--- src/rtl/axi4_lite_reg_slave_if.sv ---
`default_nettype none
// ============================================================================
// axi4_if : AXI4-Lite channel bundle (AW, W, B, AR, R) with master/slave views.
// Revision: 1.0
// ============================================================================
interface axi4_if #(
  parameter int A = 8,
  parameter int N = 4,
  parameter int I = 1
);
  logic           awvalid;
  logic           awready;
  logic [A-1:0]   awaddr;
  logic [I-1:0]   awid;
  logic           wvalid;
  logic           wready;
  logic [N*8-1:0] wdata;
  logic [N-1:0]   wstrb;
  logic           bvalid;
  logic           bready;
  logic [1:0]     bresp;
  logic [I-1:0]   bid;
  logic           arvalid;
  logic           arready;
  logic [A-1:0]   araddr;
  logic [I-1:0]   arid;
  logic           rvalid;
  logic           rready;
  logic [N*8-1:0] rdata;
  logic [1:0]     rresp;
  logic [I-1:0]   rid;

  modport master (
    output awvalid, awaddr, awid, wvalid, wdata, wstrb, bready,
           arvalid, araddr, arid, rready,
    input  awready, wready, bvalid, bresp, bid, arready, rvalid, rdata, rresp, rid
  );

  modport slave (
    input  awvalid, awaddr, awid, wvalid, wdata, wstrb, bready,
           arvalid, araddr, arid, rready,
    output awready, wready, bvalid, bresp, bid, arready, rvalid, rdata, rresp, rid
  );
endinterface
`default_nettype wire

--- src/rtl/axi4_lite_reg_slave.sv ---
`default_nettype none
// ============================================================================
// axi4_lite_reg_slave : AXI4-Lite register file of R words x N bytes.
// Optional macro AXI4_LITE_REG_SLAVE_DECERR_EN: out-of-range accesses -> DECERR.
// Revision: 1.0
// ============================================================================
module axi4_lite_reg_slave #(
  parameter int A = 8,
  parameter int N = 4,
  parameter int I = 1,
  parameter int R = 8
) (
  input  wire              aclk,
  input  wire              aresetn,
  axi4_if.slave            axi4_s,
  output logic [R*N*8-1:0] reg_q,
  output logic [R-1:0]     wr_pulse
);

  localparam int c_DW    = N * 8;
  localparam int c_OFF_W = $clog2(N);
  localparam int c_IDX_W = $clog2(R);

`ifdef AXI4_LITE_REG_SLAVE_DECERR_EN
  localparam logic [1:0] c_OOR_RESP = 2'b11;
`else
  localparam logic [1:0] c_OOR_RESP = 2'b00;
`endif

  typedef enum logic [0:0] {W_IDLE = 1'b0, W_RESP = 1'b1} wstate_t;
  typedef enum logic [0:0] {R_IDLE = 1'b0, R_DATA = 1'b1} rstate_t;

  function automatic logic addr_ok(input logic [A-1:0] addr);
    return {1'b0, addr} < (A+1)'(R * N);
  endfunction

  wstate_t r_wstate, w_wstate_nxt;
  rstate_t r_rstate, w_rstate_nxt;

  logic               r_aw_held, r_w_held;
  logic [A-1:0]       r_awaddr;
  logic [I-1:0]       r_awid;
  logic [c_DW-1:0]    r_wdata;
  logic [N-1:0]       r_wstrb;
  logic [1:0]         r_bresp;
  logic [I-1:0]       r_bid;
  logic [c_DW-1:0]    r_rdata;
  logic [1:0]         r_rresp;
  logic [I-1:0]       r_rid;
  logic [c_DW-1:0]    r_regs [R];
  logic [R-1:0]       r_wr_pulse;

  logic               w_aw_hs, w_w_hs, w_ar_hs, w_commit, w_wr_ok;
  logic [A-1:0]       w_cur_awaddr;
  logic [I-1:0]       w_cur_awid;
  logic [c_DW-1:0]    w_cur_wdata;
  logic [N-1:0]       w_cur_wstrb;
  logic [c_IDX_W-1:0] w_widx, w_ridx;

  // Handshakes are derived from state directly so that the ready outputs of
  // the FSM process never feed back into its own next-state inputs.
  assign w_aw_hs  = (r_wstate == W_IDLE) & ~r_aw_held & axi4_s.awvalid;
  assign w_w_hs   = (r_wstate == W_IDLE) & ~r_w_held  & axi4_s.wvalid;
  assign w_ar_hs  = (r_rstate == R_IDLE) & axi4_s.arvalid;
  assign w_commit = (r_wstate == W_IDLE) & (r_aw_held | w_aw_hs) & (r_w_held | w_w_hs);

  assign w_cur_awaddr = r_aw_held ? r_awaddr : axi4_s.awaddr;
  assign w_cur_awid   = r_aw_held ? r_awid   : axi4_s.awid;
  assign w_cur_wdata  = r_w_held  ? r_wdata  : axi4_s.wdata;
  assign w_cur_wstrb  = r_w_held  ? r_wstrb  : axi4_s.wstrb;
  assign w_wr_ok      = addr_ok(w_cur_awaddr);
  assign w_widx       = w_cur_awaddr[c_OFF_W +: c_IDX_W];
  assign w_ridx       = axi4_s.araddr[c_OFF_W +: c_IDX_W];

  always_ff @(posedge aclk or negedge aresetn) begin
    if (!aresetn) begin
      r_wstate <= W_IDLE;
      r_rstate <= R_IDLE;
    end else begin
      r_wstate <= w_wstate_nxt;
      r_rstate <= w_rstate_nxt;
    end
  end

  always_comb begin
    w_wstate_nxt   = r_wstate;
    axi4_s.awready = 1'b0;
    axi4_s.wready  = 1'b0;
    axi4_s.bvalid  = 1'b0;
    case (r_wstate)
      W_IDLE: begin
        axi4_s.awready = ~r_aw_held;
        axi4_s.wready  = ~r_w_held;
        if (w_commit) w_wstate_nxt = W_RESP;
      end
      W_RESP: begin
        axi4_s.bvalid = 1'b1;
        if (axi4_s.bready) w_wstate_nxt = W_IDLE;
      end
      default: w_wstate_nxt = W_IDLE;
    endcase
  end

  always_comb begin
    w_rstate_nxt   = r_rstate;
    axi4_s.arready = 1'b0;
    axi4_s.rvalid  = 1'b0;
    case (r_rstate)
      R_IDLE: begin
        axi4_s.arready = 1'b1;
        if (axi4_s.arvalid) w_rstate_nxt = R_DATA;
      end
      R_DATA: begin
        axi4_s.rvalid = 1'b1;
        if (axi4_s.rready) w_rstate_nxt = R_IDLE;
      end
      default: w_rstate_nxt = R_IDLE;
    endcase
  end

  always_ff @(posedge aclk or negedge aresetn) begin
    if (!aresetn) begin
      r_aw_held <= 1'b0;
      r_w_held  <= 1'b0;
      r_awaddr  <= '0;
      r_awid    <= '0;
      r_wdata   <= '0;
      r_wstrb   <= '0;
      r_bresp   <= 2'b00;
      r_bid     <= '0;
    end else if (w_commit) begin
      r_aw_held <= 1'b0;
      r_w_held  <= 1'b0;
      r_bid     <= w_cur_awid;
      r_bresp   <= w_wr_ok ? 2'b00 : c_OOR_RESP;
    end else begin
      if (w_aw_hs) begin
        r_aw_held <= 1'b1;
        r_awaddr  <= axi4_s.awaddr;
        r_awid    <= axi4_s.awid;
      end
      if (w_w_hs) begin
        r_w_held <= 1'b1;
        r_wdata  <= axi4_s.wdata;
        r_wstrb  <= axi4_s.wstrb;
      end
    end
  end

  always_ff @(posedge aclk or negedge aresetn) begin
    if (!aresetn) begin
      for (int k = 0; k < R; k++) r_regs[k] <= '0;
      r_wr_pulse <= '0;
    end else begin
      for (int k = 0; k < R; k++) begin
        r_wr_pulse[k] <= w_commit & w_wr_ok & (w_widx == c_IDX_W'(k)) & (|w_cur_wstrb);
        for (int b = 0; b < N; b++) begin
          if (w_commit && w_wr_ok && (w_widx == c_IDX_W'(k)) && w_cur_wstrb[b])
            r_regs[k][b*8 +: 8] <= w_cur_wdata[b*8 +: 8];
        end
      end
    end
  end

  // Read data is sampled before any same-edge write commit lands.
  always_ff @(posedge aclk or negedge aresetn) begin
    if (!aresetn) begin
      r_rdata <= '0;
      r_rresp <= 2'b00;
      r_rid   <= '0;
    end else if (w_ar_hs) begin
      r_rdata <= addr_ok(axi4_s.araddr) ? r_regs[w_ridx] : '0;
      r_rresp <= addr_ok(axi4_s.araddr) ? 2'b00 : c_OOR_RESP;
      r_rid   <= axi4_s.arid;
    end
  end

  for (genvar k = 0; k < R; k++) begin : g_reg_q
    assign reg_q[k*c_DW +: c_DW] = r_regs[k];
  end

  assign wr_pulse     = r_wr_pulse;
  assign axi4_s.bresp = r_bresp;
  assign axi4_s.bid   = r_bid;
  assign axi4_s.rdata = r_rdata;
  assign axi4_s.rresp = r_rresp;
  assign axi4_s.rid   = r_rid;

endmodule
`default_nettype wire
--- src/flat_wrapper.sv ---
// flat-port wrapper written by rule: the top's interface ports become plain ports
module axi4_lite_reg_slave_flat 
#(
  parameter int A = 8,
  parameter int N = 4,
  parameter int I = 1,
  parameter int R = 8
)
  (aclk, aresetn, reg_q, wr_pulse, axi4_s_awvalid, axi4_s_awaddr, axi4_s_awid, axi4_s_wvalid, axi4_s_wdata, axi4_s_wstrb, axi4_s_bready, axi4_s_arvalid, axi4_s_araddr, axi4_s_arid, axi4_s_rready, axi4_s_awready, axi4_s_wready, axi4_s_bvalid, axi4_s_bresp, axi4_s_bid, axi4_s_arready, axi4_s_rvalid, axi4_s_rdata, axi4_s_rresp, axi4_s_rid);
  axi4_if #(.A(A), .N(N), .I(I)) axi4_s_i ();
  input  wire aclk;
  input  wire aresetn;
  output logic [R*N*8-1:0] reg_q;
  output logic [R-1:0] wr_pulse;
  input wire logic [$bits(axi4_s_i.awvalid)-1:0] axi4_s_awvalid;
  input wire logic [$bits(axi4_s_i.awaddr)-1:0] axi4_s_awaddr;
  input wire logic [$bits(axi4_s_i.awid)-1:0] axi4_s_awid;
  input wire logic [$bits(axi4_s_i.wvalid)-1:0] axi4_s_wvalid;
  input wire logic [$bits(axi4_s_i.wdata)-1:0] axi4_s_wdata;
  input wire logic [$bits(axi4_s_i.wstrb)-1:0] axi4_s_wstrb;
  input wire logic [$bits(axi4_s_i.bready)-1:0] axi4_s_bready;
  input wire logic [$bits(axi4_s_i.arvalid)-1:0] axi4_s_arvalid;
  input wire logic [$bits(axi4_s_i.araddr)-1:0] axi4_s_araddr;
  input wire logic [$bits(axi4_s_i.arid)-1:0] axi4_s_arid;
  input wire logic [$bits(axi4_s_i.rready)-1:0] axi4_s_rready;
  output wire logic [$bits(axi4_s_i.awready)-1:0] axi4_s_awready;
  output wire logic [$bits(axi4_s_i.wready)-1:0] axi4_s_wready;
  output wire logic [$bits(axi4_s_i.bvalid)-1:0] axi4_s_bvalid;
  output wire logic [$bits(axi4_s_i.bresp)-1:0] axi4_s_bresp;
  output wire logic [$bits(axi4_s_i.bid)-1:0] axi4_s_bid;
  output wire logic [$bits(axi4_s_i.arready)-1:0] axi4_s_arready;
  output wire logic [$bits(axi4_s_i.rvalid)-1:0] axi4_s_rvalid;
  output wire logic [$bits(axi4_s_i.rdata)-1:0] axi4_s_rdata;
  output wire logic [$bits(axi4_s_i.rresp)-1:0] axi4_s_rresp;
  output wire logic [$bits(axi4_s_i.rid)-1:0] axi4_s_rid;
  assign axi4_s_i.awvalid = axi4_s_awvalid;
  assign axi4_s_i.awaddr = axi4_s_awaddr;
  assign axi4_s_i.awid = axi4_s_awid;
  assign axi4_s_i.wvalid = axi4_s_wvalid;
  assign axi4_s_i.wdata = axi4_s_wdata;
  assign axi4_s_i.wstrb = axi4_s_wstrb;
  assign axi4_s_i.bready = axi4_s_bready;
  assign axi4_s_i.arvalid = axi4_s_arvalid;
  assign axi4_s_i.araddr = axi4_s_araddr;
  assign axi4_s_i.arid = axi4_s_arid;
  assign axi4_s_i.rready = axi4_s_rready;
  assign axi4_s_awready = axi4_s_i.awready;
  assign axi4_s_wready = axi4_s_i.wready;
  assign axi4_s_bvalid = axi4_s_i.bvalid;
  assign axi4_s_bresp = axi4_s_i.bresp;
  assign axi4_s_bid = axi4_s_i.bid;
  assign axi4_s_arready = axi4_s_i.arready;
  assign axi4_s_rvalid = axi4_s_i.rvalid;
  assign axi4_s_rdata = axi4_s_i.rdata;
  assign axi4_s_rresp = axi4_s_i.rresp;
  assign axi4_s_rid = axi4_s_i.rid;
  axi4_lite_reg_slave #(.A(A), .N(N), .I(I), .R(R)) u_core (.aclk(aclk), .aresetn(aresetn), .axi4_s(axi4_s_i), .reg_q(reg_q), .wr_pulse(wr_pulse));
endmodule
--- config.mk ---
export PLATFORM = sky130hd
export DESIGN_NAME = axi4_lite_reg_slave_flat
export DESIGN_NICKNAME = d
export VERILOG_FILES = /design/src/rtl/axi4_lite_reg_slave_if.sv /design/src/rtl/axi4_lite_reg_slave.sv /design/src/flat_wrapper.sv
export SDC_FILE = /design/constraint.sdc
export NUM_CORES = 1
export LEC_CHECK = 0
export BUFFER_PORTS_ARGS = -buffer_cell sky130_fd_sc_hd__buf_2
export CORE_ASPECT_RATIO = 0.9
export CORE_UTILIZATION = 45
export DETAILED_ROUTE_END_ITERATION = 16
export PLACE_DENSITY = 0.67
export SLEW_MARGIN = 20
export SYNTH_ARGS = -nofsm -noshare
export SYNTH_HDL_FRONTEND = slang
export SYNTH_SLANG_ARGS = --single-unit
--- constraint.sdc ---
create_clock -name aclk -period 2.6 [get_ports aclk]
set_clock_uncertainty 0.1 [all_clocks]
set_input_delay 0.39 -clock aclk [delete_from_list [all_inputs] [get_ports aclk]]
set_output_delay 0.39 -clock aclk [all_outputs]
set_load 0.01 [all_outputs]
==> results.py <==
metrics = {
    "status": {
        "status": "finished clean",
    },
    "detailed_routing": {
        "antenna_left": 0,
        "via_count": 10400,
        "routedWlPerCell_um": 23.3,
        "first_iter_violations": 539,
        "firstDrtPassIters": 6,
        "wl_um": 43700,
        "viasPerCell": 5.54,
        "drc": 0,
    },
    "layout": {
        "syn2layout_area_growth_pct": 28.4,
        "seq_area_um2": 8630,
        "nFillCells": 2670,
        "drive_gt1_frac": 0.640,
        "nets": 1492,
        "layout.cells.non_filler": 1880,
        "utilization": 0.591,
        "multi_input_area_um2": 6420,
    },
    "power": {
        "powerDensity_nw_per_um2": 1020,
        "ir_drop_mv": 0.715,
        "p_leak_nw": 10.2,
        "p_total_w": 0.0200,
    },
    "sta": {
        "finalMaxSlewViolations": 0,
        "whs_ns": 0.0171,
        "grt_setup_unrepaired": "false",
        "min_period_over_period": 0.946,
        "period_needed_ns": 2.46,
        "tightest_slew_ns": 0.623,
        "tns_ns": 0,
        "timing.fmax_ghz": 0.407,
        "hold_viol": 0,
        "setup_viol": 0,
        "relSlewSlack": 0.585,
    },
    "floorplan": {
        "die_y_um": 177,
        "row_count": 63,
        "initial_core_util": 0.460,
        "ios": 368,
        "core_um2": 33100,
        "die_area_um2": 34600,
        "fp.dieW_um": 196,
    },
    "worst_setup_path": {
        "crit_type": "reg -> reg",
        "cp-end-kind": "flip-flop",
        "slowest_delay_ns": 0.54,
        "cp.arrival_ns": 2.77,
        "crit_top_cell": "buf_4",
        "r2r_setup_slack_ns": 0.14,
        "path_delay_family": "multiplexers",
        "cp_slowest_cell": "mux2i_2",
        "critPathBufInv": 2,
        "startpoint_type": "flip-flop",
        "reg2reg_from": "u_core.r_aw_held",
        "worst-path-max-fanout": 16,
        "path_cells": "buf_4 > mux2i_2 > o211ai_1 > nor2_2 > buf_4 > mux2_2",
        "r2r_cells": 6,
        "crit_required_ns": 2.91,
        "rr_endpoint": "u_core.reg_q[79]",
    },
    "place": {
        "io_buffer_count": 359,
        "hpwl_um": 29600,
        "dp.cells": 1791,
        "routabilityCongestion": 0.813,
    },
    "clock_tree": {
        "clkSinkCount": 345,
        "clk_pin_slew_ns": 0.06,
        "cts.path.max_buffers": 3,
        "cts_tree": "yes",
        "htree_levels": 2,
        "clock_latency_ns": 0.53,
        "cts_buffers": 39,
        "cts-root-buf": "clkbuf_16",
    },
    "synth": {
        "synthArstFlopShare": 1.00,
        "synth.avg_cell_area_um2": 15.5,
        "synth_flop_cell": "dfrtp_1",
        "synth-seq-cells": 345,
        "synth_cells": 982,
        "netlist_area_um2": 15200,
        "synth_cell_types": 39,
        "synth_edf_count": 0,
        "yosysSeqAreaShare": 0.567,
        "ys_warn_count": 0,
    },
    "min_path": {
        "hold_end": "u_core.r_wdata[20]",
        "hold_path.startpoint": "axi4_s_wdata[20]",
        "hold_class": "in -> reg",
        "holdPathStages": 2,
    },
    "grt": {
        "grt_first_pass_wirelength_um": 66700,
        "grt_pass1_vias": 10900,
        "grt-ovfl-total": 0,
        "antenna_found_initial": 5,
        "grt_max_degree": 75,
        "grt.total_usage": 0.256,
    },
    "run": {
        "drv_cap": 0,
    },
}
==> cell families after synthesis <==
kind of cell,count (synthesis),synth area share
AO/OA/AOI/OAI,53,0.0260
flip-flops,345,0.567
AND/OR/NAND/NOR,133,0.0467
other,1,0.000246
multiplexers,403,0.345
buffers and inverters,47,0.0147
==> cell usage after synthesis, types with 2 or more instances <==
library cell | number | area (µm²)
a211o_1 | 2 | 17.5
nand3_1 | 3 | 15.0
mux4_2 | 64 | 1440
nor3_1 | 3 | 15.0
nand3b_1 | 5 | 37.5
buf_1 | 8 | 30.0
a22oi_1 | 33 | 248
nand4_2 | 8 | 100
o211ai_1 | 8 | 60.1
inv_1 | 2 | 7.51
nand2_1 | 67 | 251
clkbuf_1 | 20 | 75.1
buf_4 | 8 | 60.1
o21ai_0 | 4 | 20.0
or3b_2 | 2 | 17.5
nor2_2 | 24 | 150
mux2_2 | 337 | 3790
buf_2 | 8 | 40.0
dfrtp_1 | 345 | 8630
nor2_1 | 12 | 45.0
==> worst max-delay path by stage <==
stage                                start                 to  slack, ns  cells after the start
after floorplan           u_core.r_aw_held   u_core.reg_q[64]       0.34                      6
after global placement    u_core.r_aw_held  u_core.reg_q[230]       0.18                      6
after detailed placement  u_core.r_aw_held  u_core.reg_q[230]       0.16                      6
after CTS                 u_core.r_aw_held  u_core.reg_q[230]       0.14                      6
after global routing      u_core.r_aw_held   u_core.reg_q[79]       0.02                      6
final                     u_core.r_aw_held   u_core.reg_q[79]       0.14                      6
==> metrics by stage <==
stage | cell area (µm²) | setup slack (ns)
floorplan | 15200 | 0.341
global placement | 18100 | 0.179
detailed placement | 18100 | 0.163
CTS | 19500 | 0.143
global route | 19500 | 0.0154
finish | 19600 | 0.141
==> cells in the final DEF, fill, tap and decap left out, types with 2 or more instances in the layout <==
cell type        n
clkinv_4         2
mux2_2         337
nor4b_2          2
nand3_1          3
nand3b_1         5
nor2_1          12
buf_12          15
dlygate4sd3_1   21
a211o_1          2
buf_2          356
clkbuf_1         8
or3b_2           2
buf_4           57
mux4_2          64
o211ai_1         8
inv_1            2
dfrtp_1        344
clkbuf_8         6
clkinv_2         6
diode_2          4
a22oi_1         33
conb_1           4
nand2_1         67
clkbuf_16       41
nand4_2          7
nor2_2          24
nor3_1           3
o21ai_0          4
==> power breakdown <==
part / internal (W) / switching [W]
registers: 0.00709 / 0.00131
clock network: 0.00313 / 0.00213
logic: 0.00327 / 0.00310
==> state kept, by name, indices dropped and copies added, names as in the netlist <==
signal	count
u_core.axi4_s.bid	1
u_core.axi4_s.rdata	32
u_core.axi4_s.rid	1
u_core.r_aw_held	1
u_core.r_awaddr	6
u_core.r_awid	1
u_core.r_rstate	1
u_core.r_w_held	1
u_core.r_wdata	32
u_core.r_wstate	1
u_core.r_wstrb	4
u_core.reg_q	256
u_core.wr_pulse	8
==> routing by layer <==
layer | part of all wire | track usage
met5 | 0.00062 | 0
met4 | 0.021 | 0.0765
met3 | 0.061 | 0.0546
met2 | 0.49 | 0.414
met1 | 0.43 | 0.349
==> cell type report <==
cell class	instances	share of cell area
repair buffers	450	0.140
clock inverters	9	0.00397
flip-flops and latches	345	0.442
multi-input cells	593	0.328
diodes	4	0.000512
well taps	422	0.0270
clock buffers	55	0.0582
inverters	2	0.000384
==> repair_timing <==
item	4_1_cts	5_1_grt
endpoints found under the hold margin	81	0
hold buffers	21	0
buffers inserted	0	0
resized for setup	0	1
endpoints found under the setup margin	0	2
==> worst reg2reg max path, delay by kind of cell, from the launching register on <==
family / cells / cell delay, ns
multiplexers: 2 / 0.90
buffers and inverters: 2 / 0.43
flip-flops: 1 / 0.38
AO/OA/AOI/OAI: 1 / 0.35
AND/OR/NAND/NOR: 1 / 0.19
(Power assumes the default switching activity.)
